--- src/rtl/tfc_pkg.sv ---
// tfc_pkg: shared definitions for the traffic-light controller and its monitor.
//   - lamp codes (one-hot per lamp bus, 000 = dark)
//   - phase index, fault-code and monitor-state enums
//   - the six legal 12-bit lamp patterns {mainRoad, mainRoad2, mainRoadTurn, sideTurn}
//   - small helpers: phase successor and integer max
package tfc_pkg;

    localparam logic [2:0] LAMP_OFF = 3'b000;
    localparam logic [2:0] LAMP_G   = 3'b001;
    localparam logic [2:0] LAMP_Y   = 3'b010;
    localparam logic [2:0] LAMP_R   = 3'b100;

    typedef enum logic [2:0] {
        PH_NONE = 3'd0,
        PH1     = 3'd1,
        PH2     = 3'd2,
        PH3     = 3'd3,
        PH4     = 3'd4,
        PH5     = 3'd5,
        PH6     = 3'd6
    } phase_e;

    typedef enum logic [2:0] {
        FC_NONE    = 3'd0,
        FC_ILLEGAL = 3'd1,
        FC_DARK    = 3'd2,
        FC_SEQ     = 3'd3,
        FC_SHORT   = 3'd4,
        FC_OVERRUN = 3'd5
    } fault_code_e;

    typedef enum logic [1:0] {
        ST_IDLE  = 2'd0,
        ST_TRACK = 2'd1,
        ST_FAULT = 2'd2
    } mon_state_e;

    localparam logic [11:0] PAT_P1 = {LAMP_G, LAMP_G, LAMP_R, LAMP_R};
    localparam logic [11:0] PAT_P2 = {LAMP_G, LAMP_Y, LAMP_R, LAMP_R};
    localparam logic [11:0] PAT_P3 = {LAMP_G, LAMP_R, LAMP_G, LAMP_R};
    localparam logic [11:0] PAT_P4 = {LAMP_Y, LAMP_R, LAMP_Y, LAMP_R};
    localparam logic [11:0] PAT_P5 = {LAMP_R, LAMP_R, LAMP_R, LAMP_G};
    localparam logic [11:0] PAT_P6 = {LAMP_R, LAMP_R, LAMP_R, LAMP_Y};
    localparam logic [11:0] PAT_DARK = {LAMP_OFF, LAMP_OFF, LAMP_OFF, LAMP_OFF};

    // Legal successor of a phase; P6 wraps back to P1.
    function automatic phase_e next_phase(input phase_e p);
        logic [2:0] raw;
        raw = p;
        if (p == PH6) return PH1;
        return phase_e'(raw + 3'd1);
    endfunction

    function automatic int imax(input int a, input int b);
        return (a > b) ? a : b;
    endfunction

endpackage

--- src/rtl/tfc_phase_decode.sv ---
// tfc_phase_decode: combinational lamp-pattern classifier.
//   in : lamp_main, lamp_main2, lamp_turn, lamp_side - 3-bit lamp codes
//   out: phase      - PH1..PH6 for a legal pattern, PH_NONE otherwise
//        is_dark    - every lamp off
//        is_illegal - neither a legal phase nor dark
module tfc_phase_decode
    import tfc_pkg::*;
(
    input  logic [2:0] lamp_main,
    input  logic [2:0] lamp_main2,
    input  logic [2:0] lamp_turn,
    input  logic [2:0] lamp_side,
    output phase_e     phase,
    output logic       is_dark,
    output logic       is_illegal
);

    logic [11:0] pat;

    always_comb begin
        pat        = {lamp_main, lamp_main2, lamp_turn, lamp_side};
        phase      = PH_NONE;
        is_dark    = 1'b0;
        is_illegal = 1'b0;
        case (pat)
            PAT_P1:   phase = PH1;
            PAT_P2:   phase = PH2;
            PAT_P3:   phase = PH3;
            PAT_P4:   phase = PH4;
            PAT_P5:   phase = PH5;
            PAT_P6:   phase = PH6;
            PAT_DARK: is_dark = 1'b1;
            default:  is_illegal = 1'b1;
        endcase
    end

endmodule

--- src/rtl/tfc_light_monitor.sv ---
// tfc_light_monitor: passive checker of the traffic-light lamp buses.
//   clk, rst          - clock, synchronous active-high reset
//   mainRoad, mainRoad2, mainRoadTurn, sideTurn - 3-bit lamp codes
//   clr               - clears the sticky fault and returns to IDLE (same as rst)
//   phase             - registered decode of the lamp pattern (0 = dark/illegal)
//   in_sync           - monitor is tracking the phase sequence
//   fault, fault_code - sticky fault flag and the first cause
//   cycles_done       - completed P6->P1 wraps, saturating
module tfc_light_monitor
    import tfc_pkg::*;
#(
    parameter int DW_P1 = 8,
    parameter int DW_P2 = 3,
    parameter int DW_P3 = 6,
    parameter int DW_P4 = 3,
    parameter int DW_P5 = 4,
    parameter int DW_P6 = 3,
    parameter int CYC_W = 8
) (
    input  logic             clk,
    input  logic             rst,
    input  logic [2:0]       mainRoad,
    input  logic [2:0]       mainRoad2,
    input  logic [2:0]       mainRoadTurn,
    input  logic [2:0]       sideTurn,
    input  logic             clr,
    output logic [2:0]       phase,
    output logic             in_sync,
    output logic             fault,
    output logic [2:0]       fault_code,
    output logic [CYC_W-1:0] cycles_done
);

    localparam int DW_MAX = imax(imax(imax(DW_P1, DW_P2), imax(DW_P3, DW_P4)),
                                 imax(DW_P5, DW_P6));
    // Room for DW_MAX+1 so the counter can never wrap.
    localparam int CNT_W  = $clog2(DW_MAX + 2);

    function automatic logic [CNT_W-1:0] dwell_req(input phase_e p);
        case (p)
            PH1:     return CNT_W'(DW_P1);
            PH2:     return CNT_W'(DW_P2);
            PH3:     return CNT_W'(DW_P3);
            PH4:     return CNT_W'(DW_P4);
            PH5:     return CNT_W'(DW_P5);
            PH6:     return CNT_W'(DW_P6);
            default: return '0;
        endcase
    endfunction

    phase_e dec_phase;
    logic   dec_dark;
    logic   dec_illegal;

    tfc_phase_decode u_decode (
        .lamp_main  (mainRoad),
        .lamp_main2 (mainRoad2),
        .lamp_turn  (mainRoadTurn),
        .lamp_side  (sideTurn),
        .phase      (dec_phase),
        .is_dark    (dec_dark),
        .is_illegal (dec_illegal)
    );

    mon_state_e         state_q, state_d;
    phase_e             phase_q, phase_d;   // also serves as the previous phase in TRACK
    logic [CNT_W-1:0]   dwell_cnt_q, dwell_cnt_d;
    fault_code_e        code_q, code_d;
    logic [CYC_W-1:0]   cyc_q, cyc_d;
    // Set while still in the P1 that brought us into sync: the monitor may
    // have started mid-phase, so that P1's length is not checked for shortness.
    logic               first_q, first_d;

    // State register
    always_ff @(posedge clk) begin
        if (rst || clr) begin
            state_q     <= ST_IDLE;
            phase_q     <= PH_NONE;
            dwell_cnt_q <= '0;
            code_q      <= FC_NONE;
            cyc_q       <= '0;
            first_q     <= 1'b0;
        end else begin
            state_q     <= state_d;
            phase_q     <= phase_d;
            dwell_cnt_q <= dwell_cnt_d;
            code_q      <= code_d;
            cyc_q       <= cyc_d;
            first_q     <= first_d;
        end
    end

    // Next-state logic
    always_comb begin
        fault_code_e cause;
        state_d     = state_q;
        phase_d     = dec_phase;
        dwell_cnt_d = dwell_cnt_q;
        code_d      = code_q;
        cyc_d       = cyc_q;
        first_d     = first_q;
        cause       = FC_NONE;

        case (state_q)
            ST_IDLE: begin
                if (dec_illegal) begin
                    state_d = ST_FAULT;
                    code_d  = FC_ILLEGAL;
                end else if (dec_phase == PH1) begin
                    state_d     = ST_TRACK;
                    dwell_cnt_d = CNT_W'(1);
                    first_d     = 1'b1;
                end
            end

            ST_TRACK: begin
                // Checks ordered by fault priority; the first hit wins.
                if (dec_illegal) begin
                    cause = FC_ILLEGAL;
                end else if (dec_dark) begin
                    cause = FC_DARK;
                end else if (dec_phase != phase_q) begin
                    if (dec_phase != next_phase(phase_q)) begin
                        cause = FC_SEQ;
                    end else if (!first_q && dwell_cnt_q != dwell_req(phase_q)) begin
                        cause = FC_SHORT;
                    end else begin
                        dwell_cnt_d = CNT_W'(1);
                        first_d     = 1'b0;
                        if (phase_q == PH6 && cyc_q != '1) cyc_d = cyc_q + 1'b1;
                    end
                end else if (dwell_cnt_q >= dwell_req(phase_q)) begin
                    cause = FC_OVERRUN;
                end else begin
                    dwell_cnt_d = dwell_cnt_q + 1'b1;
                end

                if (cause != FC_NONE) begin
                    state_d = ST_FAULT;
                    code_d  = cause;
                end
            end

            ST_FAULT: begin
                state_d = ST_FAULT;
            end

            default: begin
                state_d = ST_IDLE;
            end
        endcase
    end

    // Outputs, all from flops
    always_comb begin
        phase       = phase_q;
        in_sync     = (state_q == ST_TRACK);
        fault       = (state_q == ST_FAULT);
        fault_code  = code_q;
        cycles_done = cyc_q;
    end

endmodule

--- config.mk ---
export PLATFORM = sky130hd
export DESIGN_NAME = tfc_light_monitor
export DESIGN_NICKNAME = d
export VERILOG_FILES = /design/src/rtl/tfc_pkg.sv /design/src/rtl/tfc_phase_decode.sv /design/src/rtl/tfc_light_monitor.sv
export SDC_FILE = /design/constraint.sdc
export NUM_CORES = 1
export LEC_CHECK = 0
export CORE_MARGIN = 2
export CORE_UTILIZATION = 45
export CTS_CLUSTER_DIAMETER = 150
export DETAILED_ROUTE_END_ITERATION = 7
export PLACE_DENSITY = 0.71
export REMOVE_ABC_BUFFERS = 1
export SYNTH_ARGS = -nofsm -noshare
export SYNTH_HDL_FRONTEND = slang
export SYNTH_HIERARCHICAL = 1
export SYNTH_SLANG_ARGS = --single-unit
--- constraint.sdc ---
create_clock -name clk -period 3.5 [get_ports clk]
set_clock_uncertainty 0.1 [all_clocks]
set_input_delay 0.875 -clock clk [delete_from_list [all_inputs] [get_ports clk]]
set_output_delay 0.875 -clock clk [all_outputs]
set_load 0.005 [all_outputs]
==> results_dict.tcl <==
set metrics [dict create \
    layout-drive-gt1-share 0.304 \
    power_leakage_nw 0.976 \
    reg2reg_from "phase[1]$_SDFF_PP0_" \
    die_w_um 63.7 \
    holdPathEnd "fault_code[1]$_SDFFE_PP0P_" \
    num_rows 21 \
    layout.nets 290 \
    grt_remaining_overflow 0 \
    synth_top_area_frac 0.263 \
    grt_max_degree 16 \
    min_period_ps 3440 \
    syn_area_per_cell_um2 8.26 \
    switching_share 0.245 \
    vdd_ir_drop_max_uv 149 \
    clkPwrFrac 0.290 \
    fill_cells 244 \
    ys_types 55 \
    combPwrFrac 0.121 \
    hp-class "reg -> reg" \
    synth_adder_area_share 0.0859 \
    drtAntennaViolNets 0 \
    synth_top_cell_by_area "dfxtp_1" \
    status "completed" \
    grt_pass1_vias 1704 \
    p_int_uw 310 \
    grtUsageTotal 0.227 \
    cts.reportedPaths.clkPinSlew_ps 120 \
    start_util 0.472 \
    synth_area_leaders "dfxtp_1, ha_1, xor2_1" \
    multiInputGateArea_um2 1270 \
    drc_errors 0 \
    yosys.area_share.simple 0.328 \
    p_switching_uw 101 \
    timing.hold.ws_ps 388 \
    grt_util_met3 0.0339 \
    dp_cells 293 \
    grtUsageMet1 0.289 \
    pre_cts_slack_ps -478 \
    io_pins 31 \
    ys_warn_count 6 \
    muxShareOfSynthArea 0.00625 \
    max_cap_viol_count 0 \
    synth_xor_area_frac 0.0711 \
    busiest_layer "met2" \
    die_area_um2 4050 \
    synth_seq_area_share 0.263 \
    postSynth.asyncResetShare 0 \
    fmax_ghz 0.290 \
    hpwl_mm 3.34 \
    p_seq_frac 0.589 \
    synth_top_family_by_area "simple AND/OR/NAND/NOR gates" \
    worstReg2RegEnd "state_q[0]$_SDFFE_PP0P_" \
    antenna_found_initial 0 \
    fin_ws_ps 55.8 \
    cp_data_required_time_ps 3650 \
    regToRegSetupSlack_ps 710 \
    wl_mm 4.88 \
    seqCellArea_um2 420 \
    port_buffers 30 \
    ys.flop_type "dfxtp_1" \
    timing.slew.headroom 0.656 \
    areaGrowthSynthToFinish_pct 52.0 \
    cts_tree "built" \
    maxSlewViolCount 0 \
    tightest_slew_ps 515 \
    cts_buffer_depth 2 \
    routedWlPerCell_um 15.8 \
    diodes 0 \
    cts_num_sinks 21 \
    utilization 0.718 \
    cts-root-buf "clkbuf_4" \
    synth_edf_count 0 \
    worstPathMaxFanout 5 \
    gp_congestion 0.927 \
    vias_per_cell 5.70 \
    yosys_register_bits 21 \
    worstSetupEndpointType "flip-flop" \
    fin_cells 309 \
    min_path_cells 2 \
    min_period_over_period 0.984 \
    h-tree-depth 1 \
    reg2regPathDepth 9 \
    met2_usage 0.400 \
    worstPathArrival_ps 3590 \
    cts_made_buffers 3 \
    hold_viol_final 0 \
    grt_pass1_wl_mm 7.46 \
    die_h_um 63.7 \
    syn_inst 194 \
    insertion_delay_ps 310 \
    syn_area_um2 1600 \
    core_um2 3390 \
    drtIter0Drc 109 \
    critPathKind "in -> reg" \
    setup_viol 0 \
    worstSetupStartpointType "primary input" \
    drt_pass1_iterations 4 \
    powerDensity_nw_per_um2 169 \
    worstHoldStart "fault_code[1]$_SDFFE_PP0P_" \
    synth-compound-area-share 0.199 \
    hold_buffers 0 \
    num_vias 1760 \
]
## metrics by stage
step           cell area (µm²)  setup TNS (ps)  total power [mW]
2_1_floorplan             1560            -147             0.263
3_3_place_gp              2150           -3550             0.294
3_5_place_dp              2150           -6020             0.295
4_1_cts                   2240               0             0.413
5_1_grt                   2430            -411             0.428
6_report                  2430               0             0.410
## how the worst max path moves through the flow
| stage | start | end | slack (ps) | depth (start not counted) |
|---|---|---|---|---|
| 6_report | mainRoadTurn[0] | dwell_cnt_q[2]$_SDFFE_PP0P_ | 60 | 12 |
| 5_1_grt | mainRoadTurn[0] | dwell_cnt_q[3]$_SDFFE_PP0P_ | -70 | 12 |
| 4_1_cts | mainRoad2[1] | dwell_cnt_q[2]$_SDFFE_PP0P_ | 10 | 12 |
| 3_5_place_dp | sideTurn[0] | dwell_cnt_q[2]$_SDFFE_PP0P_ | -480 | 11 |
| 3_3_place_gp | sideTurn[0] | fault_code[1]$_SDFFE_PP0P_ | -310 | 11 |
| 2_1_floorplan | sideTurn[0] | dwell_cnt_q[3]$_SDFFE_PP0P_ | -70 | 9 |
## per-layer routing
| layer | routed length, µm | vias to the layer above |
|---|---|---|
| met5 | 0 | - |
| met4 | 80 | 0 |
| met3 | 178 | 8 |
| met2 | 2510 | 48 |
| met1 | 2110 | 846 |
| li1 | - | 858 |
## critical path, cell delays in order
cell and delay, ps:
dlygate4sd2_1 300, nor4b_4 280, nand4_1 190, buf_4 190
o21ai_4 190, buf_4 160, xor2_1 90, nor4_2 420
o21ai_2 180, a31o_1 260, or3_1 330, a21oi_2 130
## state kept, by name, indices dropped and copies added, names as in the netlist
| register | flops |
|---|---|
| phase | 3 |
| state_q | 2 |
| first_q | 1 |
| fault_code | 3 |
| dwell_cnt_q | 4 |
| cycles_done | 8 |
## cell families (layout without fill, tap and decap cells)
| family | count (synthesis) | after routing |
|---|---|---|
| simple gates | 87 | 87 |
| compound gates | 44 | 44 |
| flops | 21 | 21 |
| buf+inv | 17 | 86 |
| xor+xnor | 13 | 13 |
| fa+ha+maj | 11 | 11 |
| mux | 1 | 1 |
## cell usage after synthesis (3+ instances only)
master and n:
a211oi_1 3, a21oi_1 9, and2_1 5, buf_2 3
clkbuf_1 3, dfxtp_1 21, ha_1 11, inv_1 10
nand2_1 12, nand2b_1 5, nand3_1 4, nand4_1 10
nor2_1 18, nor4_1 4, o21ai_0 8, o21ai_1 5
or3_1 5, xor2_1 11
## layout by cell type (no fill, tap or decap), drive strengths merged, types with 3 or more instances in the layout
| cell | count |
|---|---|
| nand2 | 12 |
| xor2 | 11 |
| nand3 | 4 |
| clkdlybuf4s50 | 18 |
| nor4 | 4 |
| dfxtp | 21 |
| ha | 11 |
| clkbuf | 6 |
| nor2 | 18 |
| or3 | 5 |
| and2 | 6 |
| o21ai | 13 |
| a211oi | 3 |
| nand4 | 10 |
| nand2b | 5 |
| buf | 42 |
| a21oi | 10 |
| dlymetal6s2s | 8 |
| inv | 10 |
## power by group through the flow
stage / Sequential, mW / Clock, mW / Combinational, mW
after global placement: 0.247 / 0 / 0.0468
after global routing: 0.242 / 0.132 / 0.0542
after detailed placement: 0.247 / 0 / 0.0482
final: 0.242 / 0.119 / 0.0497
after floorplan: 0.247 / 0 / 0.0160
after CTS: 0.242 / 0.122 / 0.0488
## repair_timing
item / in CTS / in global routing
resized for setup: 11 / 36
setup endpoints to repair: 9 / 17
buffers inserted: 5 / 7
pin swaps: 5 / 15
## final cells by class
cell class	count	area share
Tap cell	46	0.0236
Timing Repair Buffer	72	0.256
Sequential cell	21	0.173
Inverter	10	0.0154
Clock buffer	4	0.0108
Multi-Input combinational cell	156	0.522
Power figures use the tool's default switching activity.
==> RTL change 1 (same settings) <==
Set the parameter `DW_P1` to 4 (it was 8).
--- a/src/rtl/tfc_light_monitor.sv
+++ b/src/rtl/tfc_light_monitor.sv
@@ -11,3 +11,3 @@
 #(
-    parameter int DW_P1 = 8,
+    parameter int DW_P1 = 4,
     parameter int DW_P2 = 3,
Formal check against the unedited RTL: not equivalent (a bounded check fails within 10 cycles, from zero or initial values).
==> RTL change 1 against the unedited design <==
Clock power up 100%; sequential cell count is 1 lower; critical path depth shrank 2; sequential power shrank 5%; cell area fell by 0.67%; setup slack got worse by 0.018 ns; first-iteration DRC count grew 14%; routed wire length down 11%; power is 29% higher; synthesized area is 3.4% higher; critical path type unchanged; largest cell class unchanged; highest routed layer unchanged.
==> RTL change 1: results (changes against the unedited design) <==
run_status:
  outcome: "complete, no violations"
drt:
  totalWireLength_mm: 4.348  # -11%
  drt_first_pass_iters: 4  # unchanged
  via_count: 1814  # +3.1%
  drtIter0Drc: 124  # +14%
  wl_per_cell_um: 13.94  # -12%
place:
  dp_cells: 299  # +2.0%
  dp_hpwl_mm: 2.981  # -11%
  gp_congestion: 0.8791  # -5.1%
  dp_slack_ns: -0.4446  # +0.03308 ns
critical_path:
  path_max_fanout: 6  # +1
  critPathArrivalTime_ns: 3.55  # -0.04 ns
cts:
  htreeDepth: 1  # unchanged
  insertion_delay_ns: 0.27  # -0.04 ns
  clockRootBuffer: "clkbuf_8"
  cts-buffers-inserted: 3  # unchanged
  cts.clk_slew.worst_paths_ns: 0.08  # -0.04 ns
global_routing:
  grt_pass1_wl_mm: 7.107  # -4.7%
  first_global_vias: 1578  # -7.4%
  grt_start_max_net_pins: 15  # -1
  grt.total_usage_pct: 20.98  # -1.7 points
yosys:
  synth_top_area_share_pct: 24.17  # -2.1 points
  synth_area_leaders: "dfxtp_1 (24%), ha_1 (7.6%), a21oi_1 (5.1%), nand3_1 (3.3%), nand2_1 (2.9%)"
  yosysUniqueCellTypes: 59  # +7.3%
  synth_commonest_cells: "dfxtp_1 (20), a21oi_1 (17), nand2_1 (13)"
  synth_compound_area_share_pct: 23.56  # +3.6 points
  synthMuxAreaShare_pct: 1.813  # +1.2 points
  synthXorXnorAreaFrac_pct: 2.115  # -5.0 points
  synth_fa_ha_area_share_pct: 7.553  # -1.0 points
  avgSynthCellArea_um2: 8.283  # +0.33%
  ys_seq_area_share_pct: 24.17  # -2.1 points
power_and_ir_drop:
  leakage_uw: 0.0009981  # +2.3%
  vdd_ir_drop_max_mv: 0.2135  # +44%
cells_and_area:
  fin_nets: 290  # unchanged
  drive_gt1_share_pct: 25.38  # -5.0 points
  n_antenna_cell: 0  # unchanged
  fill_cells: 283  # +16%
sta:
  max_slew_margin_pct: 58.50  # -7.1 points
hold_path:
  hold_class: "reg -> reg"
[RTL change 1: what timing repair did]
item                                    in CTS  in global routing
endpoints found under the setup margin      12                 16
pin swaps                                    7                 10
gates resized for setup                     12                 20
buffers inserted                             5                  3
gates cloned                                 1                  0
[RTL change 1: area by class of cell]
| cell class | count | area (um2) | share of cell area (%) |
|---|---|---|---|
| Clock buffer | 3 | 41.29 | 1.707 |
| Clock inverter | 1 | 30.03 | 1.242 |
| Inverter | 11 | 41.29 | 1.707 |
| Multi-Input combinational cell | 160 | 1237 | 51.16 |
| Sequential cell | 20 | 400.4 | 16.55 |
| Tap cell | 48 | 60.06 | 2.483 |
| Timing Repair Buffer | 69 | 608.1 | 25.14 |
[RTL change 1: critical path, stage by stage]
cell	delay (ns)
dlygate4sd2_1	0.31
nor4b_4	0.32
nand4_1	0.15
buf_4	0.17
o2111a_1	0.24
and4bb_1	0.27
nand3_2	0.11
a311o_2	0.45
or4_1	0.48
a21oi_1	0.16
[RTL change 1: power by group]
part / internal (uW) / leakage, uW / switching [uW] / total, uW
sequential: 229 / 0.000161 / 1.09 / 230
clock: 153 / 0.0000357 / 88.9 / 242
combinational: 30.1 / 0.000801 / 28.3 / 58.4
total: 412 / 0.000998 / 118 / 530
[RTL change 1: worst paths after layout]
path	start	to	slack, ns	cells past startpoint
worst max-delay path	mainRoadTurn[0]	cycles_done[7]	0.04	10
worst min register to register	fault_code[0]	fault_code[0]	0.37	2
worst min-delay path	fault_code[0]	fault_code[0]	0.37	2
worst max register to register	phase[0]	state_q[0]	0.48	10
[RTL change 1: cell families (layout without fill, tap and decap cells)]
| group | Yosys count | after routing |
|---|---|---|
| buf+inv | 21 | 84 |
| flops | 20 | 20 |
| mux | 3 | 3 |
| xor+xnor | 4 | 4 |
| fa+ha+maj | 10 | 10 |
| simple gates | 85 | 85 |
| compound gates | 57 | 58 |
[RTL change 1: layer usage]
layer  share of wire [%]  track usage (%)  vias to the layer above
met5                   0                0                        -
met4                 1.9            6.915                        0
met3                 3.6            2.604                       12
met2                  46            33.72                       58
met1                  48            29.07                      850
li1                    -                -                      894
[RTL change 1: metrics by stage]
| step | util [%] | cell area (um2) |
|---|---|---|
| after global placement | 59.82 | 2157 |
| after detailed placement | 59.82 | 2157 |
| after floorplan | - | 1564 |
| after CTS | 64.05 | 2310 |
| after global routing | 67.07 | 2419 |
| final | 67.07 | 2419 |
==> RTL change 2 (same flow settings) <==
Made on the original files. Put a register stage on the output `fault_code`, without a reset. The value now appears one clock later. The other outputs are not delayed to match.
--- a/src/rtl/tfc_light_monitor.sv
+++ b/src/rtl/tfc_light_monitor.sv
@@ -37,2 +37,4 @@
     localparam int CNT_W  = $clog2(DW_MAX + 2);
+
+    logic [2:0] fault_code_d;
 
@@ -158,4 +160,8 @@
         fault       = (state_q == ST_FAULT);
-        fault_code  = code_q;
+        fault_code_d = code_q;
         cycles_done = cyc_q;
+    end
+
+    always_ff @(posedge clk) begin
+        fault_code <= fault_code_d;
     end
Behaviour: not the same (Yosys sat finds a counterexample within 4 cycles, from zero or initial values).
==> RTL change 2 against the unedited design <==
Setup slack got worse by 0.029 ns; power rose by 24%; global-route usage up 1.1 points; routed wire length up 5.3%; sequential power rose by 14%; sequential cell count is 3 higher; via count is 11% higher; sequential share of layout area is 0.80 points higher; cell area rose by 9.2%; clock power up 37%; synthesized area is 12% higher; largest cell class unchanged.
==> RTL change 2: results (changes against the unedited design) <==
cells_and_area:
  syn_to_final_growth_pct: 48.08
  inverters_excl_clock: 12  # +2
  final-seq-area_um2: 480.5  # +14%
  drive_gt1_share_pct: 33.33  # +2.9 points
  multiInputGateArea_mm2: 0.001355  # +6.7%
  nonClkBufAreaFrac_pct: 25.46  # -0.13 points
  multi_input_gates: 176  # +13%
  signal_buffers: 85  # +18%
  fill_cells: 300  # +23%
  clkCellAreaFrac_pct: 1.553  # +0.47 points
yosys:
  ys_seq_area_share_pct: 26.76  # +0.51 points
  netlist_instances: 222  # +14%
  synth_commonest_cells: "dfxtp_1 (24), nor2_1 (19), nand2_1 (18)"
  synth_area_leaders: "dfxtp_1 (27%), ha_1 (7.7%), nor2_1 (4.0%), a21oi_1 (3.9%), nand2_1 (3.8%)"
  ys_ff_latch: 24  # +14%
  yosysUniqueCellTypes: 58  # +5.5%
place:
  dp_slack_ns: -0.6394  # -0.1617 ns
  dp_hpwl_mm: 3.513  # +5.1%
  place_area_mm2: 0.002396  # +12%
  dp_cells: 328  # +12%
drt:
  via_count: 1961  # +11%
  via_per_inst: 5.635  # -1.1%
  totalWireLength_mm: 5.141  # +5.3%
cts:
  insertion_delay_ns: 0.26  # -0.05 ns
  cts.clk_slew.worst_paths_ns: 0.08  # -0.04 ns
  clockRootBuffer: "clkbuf_8"
critical_path:
  path_max_fanout: 3  # -2
  max_stage_delay_ns: 0.56  # +0.14 ns
  crit_end: "cycles_done[6]"
  slowest_stage: "or4_4"
  setup.worst_path.start: "mainRoad2[1]"
  critPathArrivalTime_ns: 3.58  # about the same
  r2r_slack_ns: 0.44  # -0.27 ns
power_and_ir_drop:
  vdd_ir_drop_max_mv: 0.1996  # +34%
  leakage_uw: 0.001063  # +9.0%
  power.total_uw: 509.1  # +24%
hold_path:
  holdPathStages: 0  # -2
  min_from: "code_q[2]"
  worst_hold_path.endpoint: "fault_code[2]"
global_routing:
  grt.total_usage_pct: 23.85  # +1.1 points
  grt_start_max_net_pins: 18  # +2
  first_global_vias: 1839  # +7.9%
  grt_pass1_wl_mm: 8.431  # +13%
run_status:
  outcome: "complete, no violations"
sta:
  max_freq_ghz: 0.2879  # -0.83%
  holdWs_ns: 0.2531  # -0.1351 ns
  max_slew_margin_pct: 56.94  # -8.7 points
## RTL change 2: power by group through the flow
stage               sequential (uW)  clock, uW  combinational [uW]
finish                          277        163                69.0
global route                    277        176                74.3
detailed placement              284          0                62.4
global placement                283          0                61.7
floorplan                       283          0                22.8
CTS                             277        167                66.7
## RTL change 2: what timing repair did
action / CTS / global route
buffers inserted: 15 / 2
pin swaps: 26 / 18
endpoints found under the setup margin: 14 / 13
gates resized for setup: 52 / 32
## RTL change 2: logic make-up (layout without fill, tap and decap cells)
kind of cell,Yosys count,count (layout),share of synthesized area (%)
AO/OA/AOI/OAI,50,50,20.00
XOR/XNOR,11,11,5.366
adder cells (fa/ha/maj),11,11,7.665
buffers and inverters,22,100,5.017
flip-flops,24,24,26.76
AND/OR/NAND/NOR,104,104,35.19
## RTL change 2: metal layers
| layer | GRT usage [%] | routed length, um |
|---|---|---|
| met2 | 42.08 | 2532 |
| met5 | 0 | 0 |
| met3 | 3.833 | 185 |
| met1 | 31.90 | 2414 |
| met4 | 1.786 | 10 |
